### src/rtl/mem_port_arbiter_pkg.sv
// rtl/mem_port_arbiter_pkg.sv - shared types and defaults for the memory port arbiter
package mem_port_arbiter_pkg;

    localparam int ADDR_W_DEF   = 32;
    localparam int DATA_W_DEF   = 32;
    localparam int TIMEOUT_DEF  = 255;
    localparam int WAIT_W       = 8;
    localparam int STALL_CNT_W  = 32;

    typedef enum logic [1:0] {
        ST_IDLE    = 2'd0,
        ST_IF_BUSY = 2'd1,
        ST_DM_BUSY = 2'd2
    } arb_state_t;

    // True on the busy cycle that would make the wait count reach the timeout.
    function automatic logic wait_expired(input logic [WAIT_W-1:0] cnt, input int unsigned timeout);
        return cnt == WAIT_W'(timeout - 1);
    endfunction

endpackage

### src/rtl/mem_port_arbiter_perf_counter.sv
// rtl/mem_port_arbiter_perf_counter.sv - free-running wrapping event counter
module perf_counter
    import mem_port_arbiter_pkg::*;
#(
    parameter int W = STALL_CNT_W
) (
    input  logic         clk,
    input  logic         rst,
    input  logic         en_i,
    output logic [W-1:0] count_o
);

    logic [W-1:0] count_q;
    logic [W-1:0] count_d;

    always_comb begin
        count_d = count_q;
        if (en_i) begin
            count_d = count_q + W'(1);
        end
    end

    always_ff @(posedge clk) begin
        if (rst) begin
            count_q <= '0;
        end else begin
            count_q <= count_d;
        end
    end

    assign count_o = count_q;

endmodule

### src/rtl/mem_port_arbiter.sv
// rtl/mem_port_arbiter.sv - fetch/data arbiter in front of a single shared memory port
module mem_port_arbiter
    import mem_port_arbiter_pkg::*;
#(
    parameter int ADDR_W  = ADDR_W_DEF,
    parameter int DATA_W  = DATA_W_DEF,
    parameter int TIMEOUT = TIMEOUT_DEF
) (
    input  logic              clk,
    input  logic              rst,
    input  logic              if_req,
    input  logic [ADDR_W-1:0] if_addr,
    output logic [DATA_W-1:0] if_rdata,
    output logic              if_ready,
    input  logic              dm_req,
    input  logic              dm_we,
    input  logic [ADDR_W-1:0] dm_addr,
    input  logic [DATA_W-1:0] dm_wdata,
    output logic [DATA_W-1:0] dm_rdata,
    output logic              dm_ready,
    output logic              mem_req,
    output logic              mem_we,
    output logic [ADDR_W-1:0] mem_addr,
    output logic [DATA_W-1:0] mem_wdata,
    input  logic [DATA_W-1:0] mem_rdata,
    input  logic              mem_ack,
    output logic              if_stall,
    output logic              dm_stall,
    output logic              err,
    output logic [31:0]       stall_cnt
);

    arb_state_t        state_q;
    logic              mem_req_q;
    logic              mem_we_q;
    logic [ADDR_W-1:0] mem_addr_q;
    logic [DATA_W-1:0] mem_wdata_q;
    logic [DATA_W-1:0] if_rdata_q;
    logic [DATA_W-1:0] dm_rdata_q;
    logic              if_ready_q;
    logic              dm_ready_q;
    logic              err_q;
    logic [WAIT_W-1:0] wait_cnt_q;
    logic [WAIT_W-1:0] wait_cnt_d;
    logic              expired;
    logic              done;

    assign wait_cnt_d = wait_cnt_q + WAIT_W'(1);
    assign expired    = wait_expired(wait_cnt_q, TIMEOUT);
    // An ack on the expiring cycle still completes normally.
    assign done       = mem_ack | expired;

    always_ff @(posedge clk) begin
        if (rst) begin
            state_q     <= ST_IDLE;
            mem_req_q   <= 1'b0;
            mem_we_q    <= 1'b0;
            mem_addr_q  <= '0;
            mem_wdata_q <= '0;
            if_rdata_q  <= '0;
            dm_rdata_q  <= '0;
            if_ready_q  <= 1'b0;
            dm_ready_q  <= 1'b0;
            err_q       <= 1'b0;
            wait_cnt_q  <= '0;
        end else begin
            if_ready_q <= 1'b0;
            dm_ready_q <= 1'b0;
            case (state_q)
                ST_IDLE: begin
                    if (dm_req) begin
                        state_q     <= ST_DM_BUSY;
                        mem_req_q   <= 1'b1;
                        mem_we_q    <= dm_we;
                        mem_addr_q  <= dm_addr;
                        mem_wdata_q <= dm_wdata;
                        wait_cnt_q  <= '0;
                    end else if (if_req) begin
                        state_q    <= ST_IF_BUSY;
                        mem_req_q  <= 1'b1;
                        mem_we_q   <= 1'b0;
                        mem_addr_q <= if_addr;
                        wait_cnt_q <= '0;
                    end
                end
                ST_IF_BUSY: begin
                    if (done) begin
                        if_rdata_q <= mem_ack ? mem_rdata : '0;
                        if_ready_q <= 1'b1;
                        err_q      <= err_q | ~mem_ack;
                        state_q    <= ST_IDLE;
                        mem_req_q  <= 1'b0;
                        mem_we_q   <= 1'b0;
                    end else begin
                        wait_cnt_q <= wait_cnt_d;
                    end
                end
                ST_DM_BUSY: begin
                    if (done) begin
                        if (!mem_ack) begin
                            dm_rdata_q <= '0;
                        end else if (!mem_we_q) begin
                            dm_rdata_q <= mem_rdata;
                        end
                        dm_ready_q <= 1'b1;
                        err_q      <= err_q | ~mem_ack;
                        state_q    <= ST_IDLE;
                        mem_req_q  <= 1'b0;
                        mem_we_q   <= 1'b0;
                    end else begin
                        wait_cnt_q <= wait_cnt_d;
                    end
                end
                default: begin
                    state_q   <= ST_IDLE;
                    mem_req_q <= 1'b0;
                    mem_we_q  <= 1'b0;
                end
            endcase
        end
    end

    assign mem_req   = mem_req_q;
    assign mem_we    = mem_we_q;
    assign mem_addr  = mem_addr_q;
    assign mem_wdata = mem_wdata_q;
    assign if_rdata  = if_rdata_q;
    assign dm_rdata  = dm_rdata_q;
    assign if_ready  = if_ready_q;
    assign dm_ready  = dm_ready_q;
    assign err       = err_q;
    assign if_stall  = if_req & ~if_ready_q;
    assign dm_stall  = dm_req & ~dm_ready_q;

    perf_counter #(
        .W(32)
    ) u_stall_cnt (
        .clk     (clk),
        .rst     (rst),
        .en_i    (if_stall | dm_stall),
        .count_o (stall_cnt)
    );

endmodule

### config.mk
export PLATFORM = sky130hd
export DESIGN_NAME = mem_port_arbiter
export DESIGN_NICKNAME = d
export VERILOG_FILES = /design/src/rtl/mem_port_arbiter_pkg.sv /design/src/rtl/mem_port_arbiter_perf_counter.sv /design/src/rtl/mem_port_arbiter.sv
export SDC_FILE = /design/constraint.sdc
export NUM_CORES = 1
export LEC_CHECK = 0
export BUFFER_PORTS_ARGS = -buffer_cell sky130_fd_sc_hd__buf_2
export CAP_MARGIN = 20
export CORE_MARGIN = 4
export CORE_UTILIZATION = 43
export CTS_BUF_LIST = sky130_fd_sc_hd__clkbuf_8 sky130_fd_sc_hd__clkbuf_16
export DETAILED_ROUTE_END_ITERATION = 10
export PLACE_DENSITY_LB_ADDON = 0.3
export SLEW_MARGIN = 20
export SYNTH_ARGS = -nofsm -noshare
export SYNTH_HDL_FRONTEND = slang
export SYNTH_SLANG_ARGS = --single-unit
### constraint.sdc
create_clock -name clk -period 1.9 [get_ports clk]
set_input_delay 0.285 -clock clk [delete_from_list [all_inputs] [get_ports clk]]
set_output_delay 0.285 -clock clk [all_outputs]
set_load 0.05 [all_outputs]
Word level (Yosys, flattened, before mapping). Index checks and enable logic that the tools add are counted.

Output and inout port bits: 167. Input port bits: 134. Register bits: 175. Word-level logic and storage cells: 65.

Equal/unequal tests: 7. Muxes and demuxes: 21. Reductions and logical operators: 13. Add/sub/neg operators: 2. Bitwise logic cells: 10.

Operator list (count): 32-bit two-way mux (5); 32-bit by 1-bit adder with 32-bit output, second input constant (1); 8-bit two-way mux (3); 8-bit case mux with 2 select lines (1); 2-bit AND reduction (5); 8-bit by 1-bit adder with 8-bit output, second input constant (1); 8-bit equality test, second input constant (1); 1-bit two-way mux (6); 2-bit two-way mux (3); 3-bit AND reduction (2); 2-bit OR reduction (3); 1-bit inverter (5); 2-bit inequality test, second input constant (2); 1-bit case mux with 2 select lines (2); 2-bit case mux with 2 select lines (1); 2-bit nonzero test (2); 3-bit inequality test, second input constant (1); 1-bit bitwise OR (3); 1-bit bitwise AND (2); 2-bit by 1-bit equality test with 1-bit output, second input constant (1); 2-bit equality test, second input constant (1); 2-bit zero test (1); 2-bit by 1-bit inequality test with 1-bit output, second input constant (1).

Longest topological paths before layout. Gate-level depths: netlist (run 1).

Depth in word-level cells: 4. Gate-level depth with buffers: 7. Gate-level depth less buffers: 6.

Cells and area by module. From an unflattened synthesis (run 1), not the netlist that was laid out.

Cells, all modules: 707. Area, all modules: 6720.2 um^2.

By module, submodules not included: mem_port_arbiter (area each 5231.3 um^2, sequential area each 2862.7 um^2, cells an instance 533, instances 1); perf_counter (area each 1488.9 um^2, sequential area each 640.6 um^2, cells an instance 174, instances 1).

Least setup slack after synthesis (run 1). Ideal clock, no wire load.

Path type: register to register. Start point: register if_ready_q, in the netlist if_ready. End point: register u_stall_cnt.count_q[3], in the netlist u_stall_cnt.count_o[3]. Data required time: 1.772 ns. Buffers on the path: 1. Path slack: -0.163 ns. Cell stages (with the launch flop): 6. Library setup time: 0.128 ns. Arrival: 1.935 ns. Clock period less this slack: 2.063 ns. Path through: dfxtp_1 and2b_1 clkbuf_1 o2111ai_1 xor2_1 nor2_1.

Longest elaborated chain between the ends: 3.

RTL lines: start, declared (line mem_port_arbiter.sv:40) `logic if_ready_q;`; start signal, assigned (line mem_port_arbiter.sv:62) `if_ready_q <= 1'b0;`; start signal, assigned (line mem_port_arbiter.sv:67) `if_ready_q <= 1'b0;`; start signal, assigned (line mem_port_arbiter.sv:89) `if_ready_q <= 1'b1;`; 1-bit inverter (line mem_port_arbiter.sv:132) `assign if_stall = if_req & ~if_ready_q;`; 1-bit bitwise AND (line mem_port_arbiter.sv:132); via if_stall (line mem_port_arbiter.sv:27) `output logic if_stall,`; 1-bit bitwise OR (line mem_port_arbiter.sv:140) `.en_i (if_stall | dm_stall),`; end signal, assigned (line mem_port_arbiter_perf_counter.sv:27) `count_q <= count_d;`; end, declared (line mem_port_arbiter_perf_counter.sv:13) `logic [W-1:0] count_q;`.

The timed path passes the listed nets, and every way through them passes these cells. A chain may end at the register's enable or synchronous reset.

Final worst setup path (run 1).
Start point: register wait_cnt_q[4]. End point: register dm_rdata_q[28], in the netlist dm_rdata[28].

Longest elaborated chain between the ends: 3.

RTL lines: start, declared (line mem_port_arbiter.sv:43) `logic [WAIT_W-1:0] wait_cnt_q;`; start signal, assigned (line mem_port_arbiter.sv:95) `wait_cnt_q <= wait_cnt_d;`; start signal, assigned (line mem_port_arbiter.sv:111) `wait_cnt_q <= wait_cnt_d;`; 8-bit equality test (line mem_port_arbiter_pkg.sv:18) `return cnt == WAIT_W'(timeout - 1);`; 1-bit bitwise OR (line mem_port_arbiter.sv:51) `assign done = mem_ack | expired;`; 3-bit AND reduction (no source line); end signal, assigned (line mem_port_arbiter.sv:103) `dm_rdata_q <= mem_rdata;`; end, declared (line mem_port_arbiter.sv:39) `logic [DATA_W-1:0] dm_rdata_q;`.

Every way passes these cells.

==> results of run 1 <==
==> flip-flops by register name, indices dropped and copies added, names as in the netlist, 2 cells and up <==
register             count
state_q                  2
if_rdata                32
u_stall_cnt.count_o     32
mem_addr                32
mem_wdata               32
dm_rdata                32
wait_cnt_q               8
==> critical path, delay by kind of cell (launching register included) <==
family / cells / cell delay (ns)
buffers and inverters: 1 / 0.21
AND/OR/NAND/NOR: 1 / 0.34
AO/OA/AOI/OAI: 3 / 0.75
flip-flops: 1 / 0.42
==> cells in the mapped netlist, types with 7 or more instances <==
| master | n |
|---|---|
| o31ai_1 | 13 |
| and3_1 | 7 |
| nand2_1 | 84 |
| buf_2 | 8 |
| or3_1 | 12 |
| o21ai_0 | 16 |
| dfxtp_1 | 175 |
| or4_1 | 15 |
| nand3_1 | 12 |
| a22o_1 | 64 |
| clkbuf_1 | 36 |
| mux2i_1 | 32 |
| xor2_1 | 8 |
| inv_1 | 9 |
| a211oi_1 | 33 |
| nand4_1 | 8 |
| o2111ai_1 | 8 |
| a21oi_1 | 62 |
| nor2_1 | 44 |
==> per-layer routing <==
metal	vias up	GRT usage
met4	0	0.0680
met1	2947	0.254
met5	-	0
met3	28	0.0665
met2	211	0.355
li1	3183	-
==> worst paths after layout <==
kind,start,endpoint,slack (ns)
hold / removal,mem_rdata[2],if_rdata[2]$_SDFFE_PP0P_,0.08
setup reg to reg,wait_cnt_q[4]$_SDFFE_PP0P_,dm_rdata[28]$_SDFFE_PP0P_,0.07
setup / recovery,wait_cnt_q[4]$_SDFFE_PP0P_,dm_rdata[28]$_SDFFE_PP0P_,0.07
hold reg to reg,mem_wdata[18]$_SDFFE_PP0P_,mem_wdata[18]$_SDFFE_PP0P_,0.45
==> per-stage QoR <==
stage          cell area, um2  instances
5_1_grt                  9280       1222
2_1_floorplan            6800        702
6_report                 9280       1222
4_1_cts                  9240       1221
3_3_place_gp             8630       1189
3_5_place_dp             8630       1189
==> area by class of cell <==
cell class,count,share of cell area
clock inverter,15,0.0198
sequential,175,0.380
multi-input combinational,465,0.331
clock buffer,17,0.0458
antenna,1,0.000270
timing repair buffer,329,0.191
inverter,9,0.00364
tap,211,0.0284
==> cell usage in the layout, fill, tap and decap left out, drive strengths merged, types with 2 or more instances in the layout <==
cell and count:
buf 329, dfxtp 175, nand2 84, a22o 64, a21oi 62, nor2 44
a211oi 33, mux2i 32, clkbuf 17, o21ai 17, inv 17, or4 15
o31ai 13, nand3 12, or3 12, o2111ai 10, nand4 9, xor2 8
and3 7, ha 6, clkinv 5, and4 5, o211ai 4, and2 3
nand2b 3, o21a 3, and2b 2, a221oi 2, a31oi 2, clkinvlp 2
o311ai 2
==> power by group <==
| group | switching (mW) | leakage (nW) | internal [mW] |
|---|---|---|---|
| Combinational | 1.30 | 2.56 | 0.541 |
| Sequential | 0.105 | 1.44 | 3.88 |
| Clock | 1.72 | 0.289 | 1.79 |
| Total | 3.12 | 4.28 | 6.21 |
==> repair_timing <==
action,in CTS,in global routing
gates resized for setup,2,8
setup endpoints to repair,2,17
cloned,0,0
==> kinds of logic (layout without fill, tap and decap cells) <==
kind of cell,after synthesis,after routing,share of synthesized area
xor+xnor,9,9,0.0116
other cells,0,1,0
mux,32,32,0.0472
flops,175,175,0.517
fa+ha+maj,6,6,0.0111
buf+inv,62,370,0.0397
simple gates,202,202,0.146
compound gates,216,216,0.228
==> impl_results.md, run 1 <==
* Pwr per Cell Area at 1010 mW/mm2
* Synthesized flop and latch total at 175
* Worst-Margin Slew at 0.835 ns
* Final WS setup at 0.0726 ns
* Final setup violation count at 0
* Worst Reg-to-Reg Cells at 5
* Synth area leader: dfxtp_1
* DRC violations left at 0
* Syn-to-layout area delta at 36.9%
* Initial core utilization at 0.443
* Util after Layout at 0.606
* Final net count at 1,137
* Max layer used: met4
* # hold bufs at CTS at 0
* Met1 WL at 8030 um
* Worst setup SP type: flip-flop
* Sum of negative setup slack at 0 ns
* Max capacitance violation total at 0
* Crit path max fanout at 16
* Share of cells above drive strength 1 at 0.391
* First DRT Iteration DRCs at 286
* CP Class: flip-flop to flip-flop
* Filler Cells Inserted at 1,372
* Post-synth top area share at 0.517
* Port Buffers at 300
* Final hold violations at 0
* Clock transition at path regs at 0.08 ns
* Wirelength, routed at 19,300 um
* Area of the multi-input gates at 0.00307 mm2
* Slew Viols, Final at 0
* CP required at 2.22 ns
* GP Congestion at 0.821
* Max transition margin at 0.443
* Worst path arrival time at 2.15 ns
* Met2 Wirelength at 9600 um
* Maximum VDD drop at 0.000659 V
* Status: finished, final reports clean
* H-tree Lvls at 4
* Syn_area_per_cell at 9.66 um2
* Final HPWL DP at 13,800 um
* Die Wd at 134 um
* Worst Skew at 0.0155 ns
* CTS tree: built
* Syn. warnings at 0
* Later-pin clock latency in the skew report at 0.44 ns
* Most used flip-flop cell after synthesis: dfxtp_1
* Routed Antenna Nets at 0
* Hold path depth at 2
* Register area at 0.00352 mm2
* Area contributors post-synth: dfxtp_1, a22o_1, mux2i_1
* First-pass iteration count of the detailed router at 6
* Vias in the first global route at 6,046
* GRT Util Overall at 0.210
* Boundary Pins at 301
* GRT overflow at 0
* Die Ht at 134 um
* Initial antenna violation count at 1
* Core Region at 0.0153 mm2
* Total Power at 9.33 mW
* Net count after synthesis at 842
* Yosys cell types at 49
* Via count at 6,369
* Maximum clock path buffer count at 2
* Unrepaired setup endpoints after global routing: true
* CTS sink cnt at 175
* Cell breakdown of the critical path: nand4_1 -> o31ai_1 -> a21oi_2 -> buf_4 -> a22o_1
* Hold/Removal Path Class: input pin to flip-flop
* Final Cycle Share at 0.962
* Die area at 0.0178 mm2
* Max stage delay on crit path at 0.44 ns
* Synthesized area at 0.00678 mm2
* Mapped Cells at 702
* Root Buffer: clkbuf_16
* F_max at 547 MHz
* Setup bufs post-CTS at 0
* Sequential fraction of the synthesis area at 0.517
* WHS at 0.0763 ns
* Crit path capture type: flip-flop
* Slowest CP cell: o31ai_1
* Lkg Pwr at 4.28 nW
* Async SR Flop Fraction at 0
* Final min period at 1.83 ns
* DR WL met3 at 1290 um
* Site Rows at 45
* DR vias/cell at 5.21
* Setup slack at placement at -0.0382 ns
* Largest net degree at the start of global routing at 80
* Post-synth EDFFs at 0
* First-pass GRT wire length at 30,700 um
* Num CTS Buffers at 17
* Avg WL per Cell at 15.8 um
No activity file was read; power rests on OpenSTA's default activity.
==> inputs of run 2 (changes only) <==
--- a/config.mk
+++ b/config.mk
@@ -12,6 +12,7 @@
 export CTS_BUF_LIST = sky130_fd_sc_hd__clkbuf_8 sky130_fd_sc_hd__clkbuf_16
 export DETAILED_ROUTE_END_ITERATION = 10
 export PLACE_DENSITY_LB_ADDON = 0.3
+export REMOVE_ABC_BUFFERS = 1
 export SLEW_MARGIN = 20
 export SYNTH_ARGS = -nofsm -noshare
 export SYNTH_HDL_FRONTEND = slang
==> run 2 against run 1 <==
Against the previous run:
- maximum frequency up 0.16%
- critical path depth down 2
- clock power about the same
- cell area up 0.15%
- count of clock-buffer cells in the layout up 2
- critical endpoint is now dm_stall
- highest routed layer unchanged
==> impl_results.md, run 2 (same netlist as run 1, synthesis figures left out) <==
* Hold/Removal Path Class: input pin to flip-flop (unchanged)
* Switching Power at 2.97 mW (was 3.12 mW)
* Sequential Power Share at 0.427 (about the same)
* Filler Cells Inserted at 1,330 (was 1,372)
* Status: finished, final reports clean (unchanged)
* Maximum clock path buffer count at 2 (unchanged)
* Slew Viols, Final at 0 (unchanged)
* Root Buffer: clkbuf_16 (unchanged)
* Routed Antenna Nets at 0 (unchanged)
* Worst Skew at 0.00948 ns (was 0.0155 ns)
* Bufs and invs on worst path at 2 (was 1)
* GRT Util Overall at 0.204 (was 0.210)
* Largest delay share family, worst path: buffers and inverters (was compound AO/OA/AOI/OAI gates)
* Most frequent cells in the layout: buf_2, dfxtp_1, nand2_1, a22o_1, a21oi_1 (unchanged)
* First DRT Iteration DRCs at 294 (was 286)
* Net Sw Frac at 0.318 (was 0.334)
* Lkg Pwr at 4.30 nW (was 4.28 nW)
* Total Power at 9.32 mW (was 9.33 mW)
* Worst-Margin Slew at 0.929 ns (was 0.835 ns)
* H-tree Lvls at 4 (unchanged)
* Vias in the first global route at 5,971 (was 6,046)
* Final net count at 1,142 (was 1,137)
* Core Region at 0.0153 mm2 (unchanged)
* Final hold violations at 0 (unchanged)
* DR vias/cell at 5.17 (was 5.21)
* Combinational share of power at 0.198 (was 0.197)
* Final Cycle Share at 0.960 (was 0.962)
* Die Wd at 134 um (unchanged)
* CTS sink cnt at 175 (unchanged)
* Final Instance Count excl. Fillers at 1,226 (was 1,222)
* Avg WL per Cell at 15.5 um (was 15.8 um)
* Worst path arrival time at 1.54 ns (was 2.15 ns)
* Clock transition at path regs at 0.07 ns (was 0.08 ns)
* First-pass iteration count of the detailed router at 4 (was 6)
* Final WS setup at 0.0756 ns (was 0.0726 ns)
* GP Congestion at 0.836 (was 0.821)
* Setup bufs post-CTS at 0 (unchanged)
* Syn-to-layout area delta at 37.1% (was 36.9%)
* Port Buffers at 300 (unchanged)
* Die Ht at 134 um (unchanged)
* Final setup violation count at 0 (unchanged)
* Setup slack at placement at -0.00114 ns (was -0.0382 ns)
* First-pass GRT wire length at 30,200 um (was 30,700 um)
* Crit path capture type: primary output (was flip-flop)
* Cell breakdown of the critical path: and2b_2 -> buf_4 -> buf_2 (was nand4_1 -> o31ai_1 -> a21oi_2 -> buf_4 -> a22o_1)
* Maximum VDD drop at 0.000617 V (was 0.000659 V)
* Later-pin clock latency in the skew report at 0.42 ns (was 0.44 ns)
* Initial core utilization at 0.443 (unchanged)
* CTS tree: built (unchanged)
* Share of cells above drive strength 1 at 0.378 (was 0.391)
* Max stage delay on crit path at 0.32 ns (was 0.44 ns)
* CP Class: flip-flop to primary output (was flip-flop to flip-flop)
* Die area at 0.0178 mm2 (unchanged)
* Site Rows at 45 (unchanged)
* Crit path max fanout at 10 (was 16)
* CP required at 1.62 ns (was 2.22 ns)
* # diodes at 0 (was 1)
* Util after Layout at 0.607 (was 0.606)
* Boundary Pins at 301 (unchanged)
* Pwr per Cell Area at 1000 mW/mm2 (was 1010 mW/mm2)
* GRT overflow at 0 (unchanged)
* Clock power frac at 0.375 (was 0.376)
* Max capacitance violation total at 0 (unchanged)
* Via count at 6,335 (was 6,369)
* Wirelength, routed at 19,000 um (was 19,300 um)
* Max transition margin at 0.381 (was 0.443)
* Commonest non-fill, non-tap cell in the layout: buf_2 (unchanged)
* Cell Int Power at 6.36 mW (was 6.21 mW)
* Final min period at 1.82 ns (was 1.83 ns)
* Slowest CP cell: and2b_2 (was o31ai_1)
* Initial antenna violation count at 0 (was 1)
* DRC violations left at 0 (unchanged)
* F_max at 548 MHz (was 547 MHz)
* Largest net degree at the start of global routing at 90 (was 80)
* Unrepaired setup endpoints after global routing: false (was true)
* Num CTS Buffers at 17 (unchanged)
* Placed insts at 1,194 (was 1,189)
* Final HPWL DP at 13,500 um (was 13,800 um)
* Worst setup SP type: flip-flop (unchanged)
-- run 2: worst paths after layout --
check | start | slack [ns] | cells past startpoint | to
worst max-delay path | dm_ready$_SDFF_PP0_ | 0.08 | 3 | dm_stall
worst min-delay path | mem_rdata[18] | 0.09 | 2 | if_rdata[18]$_SDFFE_PP0P_
worst max register to register | state_q[0]$_SDFFE_PP0P_ | 0.08 | 6 | wait_cnt_q[6]$_SDFFE_PP0P_
worst min register to register | mem_wdata[20]$_SDFFE_PP0P_ | 0.45 | 2 | mem_wdata[20]$_SDFFE_PP0P_
-- run 2: metal layers --
layer	routed length, um	share of wire	global-route usage	up-vias
li1	-	-	-	3185
met3	1510	0.080	0.0619	24
met2	8990	0.47	0.332	235
met4	320	0.017	0.0703	0
met1	8140	0.43	0.259	2891
met5	0	0	0	-
-- run 2: timing repair --
item                                    in CTS  in global routing
resized for setup                            2                  9
endpoints found under the setup margin       1                 15
gates cloned                                 0                  0
hold buffers                                 0                  0
-- run 2: layout make-up --
type | instances | area [um2] | area share
tap | 211 | 264 | 0.0284
clock inverter | 13 | 145 | 0.0156
sequential | 175 | 3500 | 0.377
clock buffer | 19 | 453 | 0.0487
timing repair buffer | 334 | 1820 | 0.196
inverter | 9 | 33.8 | 0.00363
multi-input combinational | 465 | 3070 | 0.331
-- run 2: power groups by stage --
stage | clock, mW | sequential (mW) | combinational (mW)
3_5_place_dp | 0 | 4.06 | 1.85
5_1_grt | 3.73 | 4.00 | 1.98
4_1_cts | 3.57 | 3.98 | 1.85
6_report | 3.49 | 3.98 | 1.85
2_1_floorplan | 0 | 4.77 | 0.479
3_3_place_gp | 0 | 4.05 | 1.83
-- run 2: per-stage QoR --
step                 TNS, ns  area, um2  hold WS [ns]
global placement           0       8650         0.439
global route               0       9290        0.0731
detailed placement  -0.00114       8650         0.443
finish                     0       9290        0.0878
CTS                        0       9260        0.0697
floorplan             -77.41       6550         0.354
==> inputs of run 3 (changes only) <==
--- a/config.mk
+++ b/config.mk
@@ -12,6 +12,7 @@
 export CTS_BUF_LIST = sky130_fd_sc_hd__clkbuf_8 sky130_fd_sc_hd__clkbuf_16
 export DETAILED_ROUTE_END_ITERATION = 10
 export PLACE_DENSITY_LB_ADDON = 0.3
+export RECOVER_POWER = 100
 export REMOVE_ABC_BUFFERS = 1
 export SLEW_MARGIN = 20
 export SYNTH_ARGS = -nofsm -noshare
==> run 3 against run 2 <==
Against the previous run:
- global-route usage did not move
- critical path type unchanged
- largest power group unchanged
- worst hold slack lost 0.00082 ns
- largest cell class unchanged
- clock power barely moved
- critical path depth is the same
- routed wire length decreased by 0.14%
- cell count unchanged
- die area unchanged
- cell area shrank 2.5%
==> impl_results.md, run 3 (same netlist as run 1, synthesis figures left out) <==
* Final WS setup at 0.0598 ns (was 0.0756 ns)
* Max capacitance violation total at 0 (unchanged)
* Sum of negative setup slack at 0 ns (unchanged)
* Internal reg-to-reg setup slack at 0.08 ns (about the same)
* Filler Cells Inserted at 1,426 (was 1,330)
* FF-to-FF End: wait_cnt_q[6]$_SDFFE_PP0P_ (unchanged)
* Worst-Margin Slew at 0.940 ns (was 0.929 ns)
* Lkg Pwr at 3.61 nW (was 4.30 nW)
* Cts repair resizes at 2 (unchanged)
* First-pass GRT wire length at 30,200 um (unchanged)
* Via count at 6,405 (was 6,335)
* Final Cell Area at 0.00906 mm2 (was 0.00929 mm2)
* CP Class: flip-flop to primary output (unchanged)
* Setup slack at placement at -0.00114 ns (unchanged)
* # diodes at 0 (unchanged)
* Maximum VDD drop at 0.000619 V (was 0.000617 V)
* F_max at 543 MHz (was 548 MHz)
* Share of cells above drive strength 1 at 0.215 (was 0.378)
* Root Buffer: clkbuf_16 (unchanged)
* Crit path max fanout at 10 (unchanged)
* Max transition margin at 0.373 (was 0.381)
* Num CTS Buffers at 17 (unchanged)
* CTS sink cnt at 175 (unchanged)
* Site Rows at 45 (unchanged)
* Placed inst area at 0.00865 mm2 (unchanged)
* WHS at 0.0870 ns (was 0.0878 ns)
* Final Cycle Share at 0.969 (was 0.960)
* Worst path arrival time at 1.56 ns (was 1.54 ns)
* Boundary Pins at 301 (unchanged)
* Status: finished, final reports clean (unchanged)
* Worst Skew at 0.00952 ns (was 0.00948 ns)
* Core Region at 0.0153 mm2 (unchanged)
* GP Congestion at 0.836 (unchanged)
* Die Ht at 134 um (unchanged)
* DRC violations left at 0 (unchanged)
* Initial antenna violation count at 0 (unchanged)
* Largest net degree at the start of global routing at 90 (unchanged)
* Die Wd at 134 um (unchanged)
* Hold EP: if_rdata[18]$_SDFFE_PP0P_ (unchanged)
* Clock transition at path regs at 0.07 ns (about the same)
* Final hold violations at 0 (unchanged)
* Most frequent cells in the layout: dfxtp_1, clkbuf_1, buf_2, nand2_1, a22o_1 (was buf_2, dfxtp_1, nand2_1, a22o_1, a21oi_1)
* CTS tree: built (unchanged)
* Initial core utilization at 0.443 (unchanged)
* Later-pin clock latency in the skew report at 0.43 ns (was 0.42 ns)
* Final setup violation count at 0 (unchanged)
* Reg2Reg Launch Point: state_q[0]$_SDFFE_PP0P_ (unchanged)
* Worst Reg-to-Reg Cells at 6 (unchanged)
* Commonest non-fill, non-tap cell in the layout: dfxtp_1 (was buf_2)
* Final net count at 1,142 (unchanged)
* First DRT Iteration DRCs at 268 (was 294)
* Vias in the first global route at 5,971 (unchanged)
* Hold path depth at 2 (unchanged)
* Final min period at 1.84 ns (was 1.82 ns)
* Slew Viols, Final at 0 (unchanged)
* Pwr per Cell Area at 1020 mW/mm2 (was 1000 mW/mm2)
* Routed Antenna Nets at 0 (unchanged)
* Final HPWL DP at 13,500 um (unchanged)
* First-pass iteration count of the detailed router at 5 (was 4)
* Maximum clock path buffer count at 2 (unchanged)
* Unrepaired setup endpoints after global routing: false (unchanged)
* Hold Path Origin: mem_rdata[18] (unchanged)
* Crit path capture type: primary output (unchanged)
* Placed insts at 1,194 (unchanged)
* Setup bufs post-CTS at 0 (unchanged)
* # hold bufs at CTS at 0 (unchanged)
* Syn-to-layout area delta at 33.6% (was 37.1%)
* CP required at 1.62 ns (about the same)
* H-tree Lvls at 4 (unchanged)
* Hold/Removal Path Class: input pin to flip-flop (unchanged)
* Util after Layout at 0.591 (was 0.607)
* Total Power at 9.25 mW (was 9.32 mW)
* GRT overflow at 0 (unchanged)
* DR vias/cell at 5.22 (was 5.17)
* Worst setup SP type: flip-flop (unchanged)
* Wirelength, routed at 18,900 um (was 19,000 um)
* GRT Util Overall at 0.204 (unchanged)
* Port Buffers at 300 (unchanged)
* Final Instance Count excl. Fillers at 1,226 (unchanged)
* Die area at 0.0178 mm2 (unchanged)
* Avg WL per Cell at 15.4 um (was 15.5 um)
## run 3: cell count changes in the layout (fill, tap and decap cells not counted), moves of 2 or more
| cell | previous run | this run |
|---|---|---|
| clkbuf_1 | 0 | 165 |
| clkbuf_2 | 0 | 3 |
| buf_2 | 299 | 133 |
| buf_12 | 5 | 3 |
| buf_4 | 30 | 28 |
## run 3: worst max-delay path: stages (launching register included)
cell and delay, ns:
dfxtp_1 0.30, and2b_2 0.32, buf_4 0.21, clkbuf_2 0.29
## run 3: routing by layer
layer	up-vias	GRT usage	wire length (um)
met5	-	0	0
met4	0	0.0703	359
met3	28	0.0619	1440
met2	242	0.332	9030
met1	2946	0.259	8100
li1	3189	-	-
## run 3: how the worst max path moves through the flow
stage,endpoint,cells past startpoint,start
CTS,dm_stall,3,dm_ready$_SDFF_PP0_
global placement,wait_cnt_q[7]$_SDFFE_PP0P_,6,state_q[0]$_SDFFE_PP0P_
global route,u_stall_cnt.count_o[25]$_SDFFE_PP0P_,5,u_stall_cnt.count_o[0]$_SDFFE_PP0P_
detailed placement,wait_cnt_q[7]$_SDFFE_PP0P_,6,state_q[0]$_SDFFE_PP0P_
floorplan,dm_rdata[0]$_SDFFE_PP0P_,4,state_q[0]$_SDFFE_PP0P_
finish,if_stall,3,if_ready$_SDFF_PP0_
## run 3: area by class of cell
class                      instances  area, um2  share of cell area
sequential                       175       3500               0.387
inverter                           9       33.8             0.00373
tap                              211        264              0.0291
timing repair buffer             334       1590               0.175
clock buffer                      19        453              0.0500
clock inverter                    13        145              0.0160
multi-input combinational        465       3070               0.339
## run 3: report_power, final
group	total, mW	leakage, nW	internal [mW]	switching, mW
clock	3.49	0.287	1.93	1.55
sequential	3.98	1.43	3.88	0.107
combinational	1.78	1.90	0.477	1.30
total	9.25	3.61	6.29	2.96
